$ cat src/rtl/alu_serial_seq.sv
// Bit-serial sequencer for a 1-bit ALU slice: latches operands, walks them LSB first
// through the external slice, and assembles the result plus zero/carry/overflow flags.
module alu_serial_seq #(
    parameter int WIDTH = 64
) (
    input  logic             clk,
    input  logic             reset,
    input  logic             start,
    input  logic [WIDTH-1:0] a,
    input  logic [WIDTH-1:0] b,
    input  logic [3:0]       alu_op,
    output logic             busy,
    output logic             done,
    output logic [WIDTH-1:0] result,
    output logic             zero,
    output logic             carry_out,
    output logic             overflow,
    output logic             slice_a,
    output logic             slice_b,
    output logic             slice_carry_in,
    output logic [3:0]       slice_op,
    input  logic             slice_result,
    input  logic             slice_carry_out
);
    localparam int CNT_W = (WIDTH > 2) ? $clog2(WIDTH) : 1;

    typedef enum logic [1:0] {IDLE, RUN, DONE} state_t;

    state_t           state_reg, state_next;
    logic [CNT_W-1:0] cnt_reg;
    logic [WIDTH-1:0] a_reg, b_reg, res_sr_reg;
    logic [3:0]       op_reg;
    logic             carry_reg;
    logic [WIDTH-1:0] result_reg;
    logic             zero_reg, carry_out_reg, overflow_reg;

    logic             last_bit;
    logic [WIDTH-1:0] res_next, result_next;
    logic             ovf_next, slt_bit;

    assign last_bit = (state_reg == RUN) && (cnt_reg == CNT_W'(WIDTH - 1));

    always_ff @(posedge clk or posedge reset) begin
        if (reset) state_reg <= IDLE;
        else       state_reg <= state_next;
    end

    always_comb begin
        state_next = state_reg;
        busy       = 1'b0;
        done       = 1'b0;
        case (state_reg)
            IDLE: if (start) state_next = RUN;
            RUN: begin
                busy = 1'b1;
                if (last_bit) state_next = DONE;
            end
            DONE: begin
                busy       = 1'b1;
                done       = 1'b1;
                state_next = IDLE;
            end
            default: state_next = IDLE;
        endcase
    end

    // Slice outputs for the MSB are consumed in the same cycle that forms the final flags.
    assign res_next    = {slice_result, res_sr_reg[WIDTH-1:1]};
    assign ovf_next    = op_reg[1] & (carry_reg ^ slice_carry_out);
    assign slt_bit     = res_next[WIDTH-1] ^ ovf_next;
    assign result_next = (op_reg[1:0] == 2'b11) ? {{(WIDTH-1){1'b0}}, slt_bit} : res_next;

    always_ff @(posedge clk or posedge reset) begin
        if (reset) begin
            cnt_reg       <= '0;
            a_reg         <= '0;
            b_reg         <= '0;
            op_reg        <= '0;
            carry_reg     <= 1'b0;
            res_sr_reg    <= '0;
            result_reg    <= '0;
            zero_reg      <= 1'b1;
            carry_out_reg <= 1'b0;
            overflow_reg  <= 1'b0;
        end else begin
            case (state_reg)
                IDLE: if (start) begin
                    a_reg     <= a;
                    b_reg     <= b;
                    op_reg    <= alu_op;
                    cnt_reg   <= '0;
                    carry_reg <= alu_op[2]; // Bnegate supplies the two's-complement +1
                end
                RUN: begin
                    res_sr_reg <= res_next;
                    carry_reg  <= slice_carry_out;
                    if (last_bit) begin
                        result_reg    <= result_next;
                        zero_reg      <= (result_next == '0);
                        carry_out_reg <= slice_carry_out;
                        overflow_reg  <= ovf_next;
                    end else begin
                        cnt_reg <= cnt_reg + 1'b1;
                    end
                end
                default: ;
            endcase
        end
    end

    assign result         = result_reg;
    assign zero           = zero_reg;
    assign carry_out      = carry_out_reg;
    assign overflow       = overflow_reg;
    assign slice_a        = a_reg[cnt_reg];
    assign slice_b        = b_reg[cnt_reg];
    assign slice_carry_in = carry_reg;
    assign slice_op       = {op_reg[3:2], (op_reg[1:0] == 2'b11) ? 2'b10 : op_reg[1:0]};
endmodule
$ cat config.mk
export PLATFORM = sky130hd
export DESIGN_NAME = alu_serial_seq
export DESIGN_NICKNAME = d
export VERILOG_FILES = /design/src/rtl/alu_serial_seq.sv
export SDC_FILE = /design/constraint.sdc
export NUM_CORES = 1
export LEC_CHECK = 0
export ABC_CLOCK_PERIOD_IN_PS = 14300
export CORE_ASPECT_RATIO = 0.5
export CORE_UTILIZATION = 53
export DETAILED_ROUTE_END_ITERATION = 8
export GPL_ROUTABILITY_DRIVEN = 0
export GPL_TIMING_DRIVEN = 1
export PLACE_DENSITY = 0.92
export SYNTH_ARGS = -nofsm -noshare
export SYNTH_HDL_FRONTEND = slang
export SYNTH_SLANG_ARGS = --single-unit
$ cat constraint.sdc
create_clock -name clk -period 14.3 [get_ports clk]
set_clock_uncertainty 0.1 [all_clocks]
set_input_delay 4.29 -clock clk [delete_from_list [all_inputs] [get_ports clk]]
set_output_delay 4.29 -clock clk [all_outputs]
set_load 0.03 [all_outputs]
==> out/qor.yml <==
die_w_um: 211.3
r2r_start: "cnt_reg[1]$_DFFE_PP0P_"
mostFrequentLayoutCells: "dfrtp_1 (268), clkdlybuf4s50_1 (212), mux2_2 (144)"
nFillCells: 1380
startpoint_type: "flip-flop"
ir_drop_mv: 0.1100
fin_crit_ns: 7.741
setup_viol: 0
initial_core_util: 0.5523
rsz0062_at_grt: "false"
first_pass_iters: 5
antenna_left: 0
crit_fanout: 39
synth_edf_count: 0
antenna_cells: 0
critPathLaunch: "cnt_reg[0]$_DFFE_PP0P_"
ys_ff_latch: 271
insertion_delay_ns: 0.52
num_rows: 37
path_clk_slew_ns: 0.07
fmax_mhz: 129.2
crit_type: "flip-flop to output port"
antenna_found_initial: 0
postRouteWirelength_um: 26240
ys_seq_area_frac: 0.5843
place.detailed.hpwl_um: 17810
yosys_warnings: 0
min_from: "result[7]$_DFFE_PP0P_"
postCtsSetupRepairBufs: 0
final_common_cell: "dfrtp_1"
cts_resized: 0
tns_ns: 0
r2r_slack_ns: 11.32
grtUsageMet3: 0.02988
track_usage: 0.2407
synth_area_um2: 11610
grt_pass1_wl_um: 42730
synth-main-ff-cell: "dfrtp_1"
async_reset_ff_frac: 1.000
worstPathCellList: "buf_4 > mux4_2 > a221o_1 > a21oi_1 > a21oi_1 > and3_1 > clkdlybuf4s50_1"
cts_sinks: 271
worst_pin_slew_ns: 1.202
path_buf_inv: 2
ios: 213
timing.max_cap.violations: 0
cts-root-buf: "clkbuf_16"
overflow: 0
clockBufferDepth: 3
cp_slowest_cell: "clkdlybuf4s50_1"
ys_types: 40
vias_per_cell: 5.568
grt.met1_usage: 0.3203
dieArea_um2: 22540
hold_viol: 0
min_path_type: "flip-flop to flip-flop"
synth_area_per_cell_um2: 13.19
period_share: 0.5413
p_per_area_nw_per_um2: 183.3
crit_path_end_kind: "output port"
relSlewSlack: 0.1958
final_max_slew_viol_count: 0
cts_tree: "yes"
grt_max_degree: 133
placed_cell_area_um2: 13890
grt_pass1_vias: 8039
num_vias: 7651
synth_fp_nets: 1021
drc: 0
pre_cts_ws_ns: 7.084
h-tree-depth: 1
crit_arrival_ns: 3.35
final_area_um2: 14730
status: "completed"
first_iter_violations: 483
grt_busiest_layer: "met2"
hold_buffers: 0
synthToLayoutAreaGrowth_pct: 26.89
die_y_um: 106.7
core_um2: 21020
slowest_delay_ns: 0.62
critical_path.most_common_cell: "a21oi_1"
nets: 1205
numCtsBuffers: 24
leakage_nw: 6.218
crit_family: "buffers and inverters"
required_ns: 9.91
drive_gt1_frac: 0.2061
use_met2: 0.4215
syn_inst: 880
fin_ws_ns: 6.559
wl_per_cell_um: 19.10
portBuffers: 212
[cell usage after synthesis, drive strengths merged, types with 6 or more instances]
cell type | n | area share
dfrtp | 270 | 0.58
nand3 | 6 | 0.0026
nor4 | 16 | 0.0086
a21oi | 11 | 0.0047
nand2 | 141 | 0.046
o21ai | 72 | 0.031
nor2 | 12 | 0.0039
buf | 38 | 0.018
mux2 | 200 | 0.19
mux2i | 9 | 0.0078
clkbuf | 22 | 0.0071
mux4 | 30 | 0.059
[through the flow]
| step | util | instances | hold WS, ns | power, W |
|---|---|---|---|---|
| finish | 0.7009 | 1374 | 0.3798 | 0.002701 |
| global route | 0.7009 | 1374 | 0.3970 | 0.002836 |
| CTS | 0.7009 | 1374 | 0.3852 | 0.002715 |
| detailed placement | 0.6607 | 1330 | 0.3736 | 0.002018 |
| global placement | 0.6607 | 1330 | 0.3564 | 0.001965 |
| floorplan | - | 880 | 0.3587 | 0.001794 |
[layer usage]
layer / up-vias / wire, um
met1: 3931 / 11070
met5: - / 0
met3: 49 / 962
met4: 0 / 623
met2: 179 / 13590
li1: 3492 / -
[final timing paths]
kind                                    endpoint  cells past startpoint
setup / recovery                         slice_a                      7
hold / removal             result[7]$_DFFE_PP0P_                      2
setup reg to reg           result[0]$_DFFE_PP0P_                      6
hold reg to reg            result[7]$_DFFE_PP0P_                      2
max in group asynchronous  b_reg[45]$_DFFE_PP0P_                      3
min in group asynchronous  carry_out$_DFFE_PP0P_                      2
[cell families (layout without fill, tap and decap cells)]
kind of cell,after synthesis,after routing,synth area share
AND/OR/NAND/NOR,201,201,0.07534
buffers and inverters,65,267,0.02651
adder cells (fa/ha/maj),4,4,0.004311
multiplexers,239,239,0.2609
XOR/XNOR,3,3,0.002264
AO/OA/AOI/OAI,97,97,0.04635
flip-flops,271,271,0.5843
[area by class of cell]
class / instances / area [um^2] / share of cell area
Sequential cell: 271 / 6785 / 0.4606
Multi-Input combinational cell: 544 / 4543 / 0.3084
Timing Repair Buffer: 218 / 2167 / 0.1471
Clock buffer: 38 / 734.5 / 0.04986
Tap cell: 292 / 365.4 / 0.02480
Clock inverter: 6 / 108.9 / 0.007390
Inverter: 5 / 26.28 / 0.001784
[report_power, final]
group,internal (W),total (W),switching (W)
registers,0.00101,0.00119,0.000181
clock network,0.000407,0.000689,0.000282
logic,0.000466,0.000824,0.000358
[worst register-to-register path: cells and delay by family, from the launching register on]
family | cells | cell delay [ns]
compound gates | 2 | 0.60
fa+ha+maj | 1 | 0.35
buf+inv | 1 | 0.45
flops | 1 | 0.90
simple gates | 2 | 0.42
Note: power is estimated with default switching activity, not from simulation.
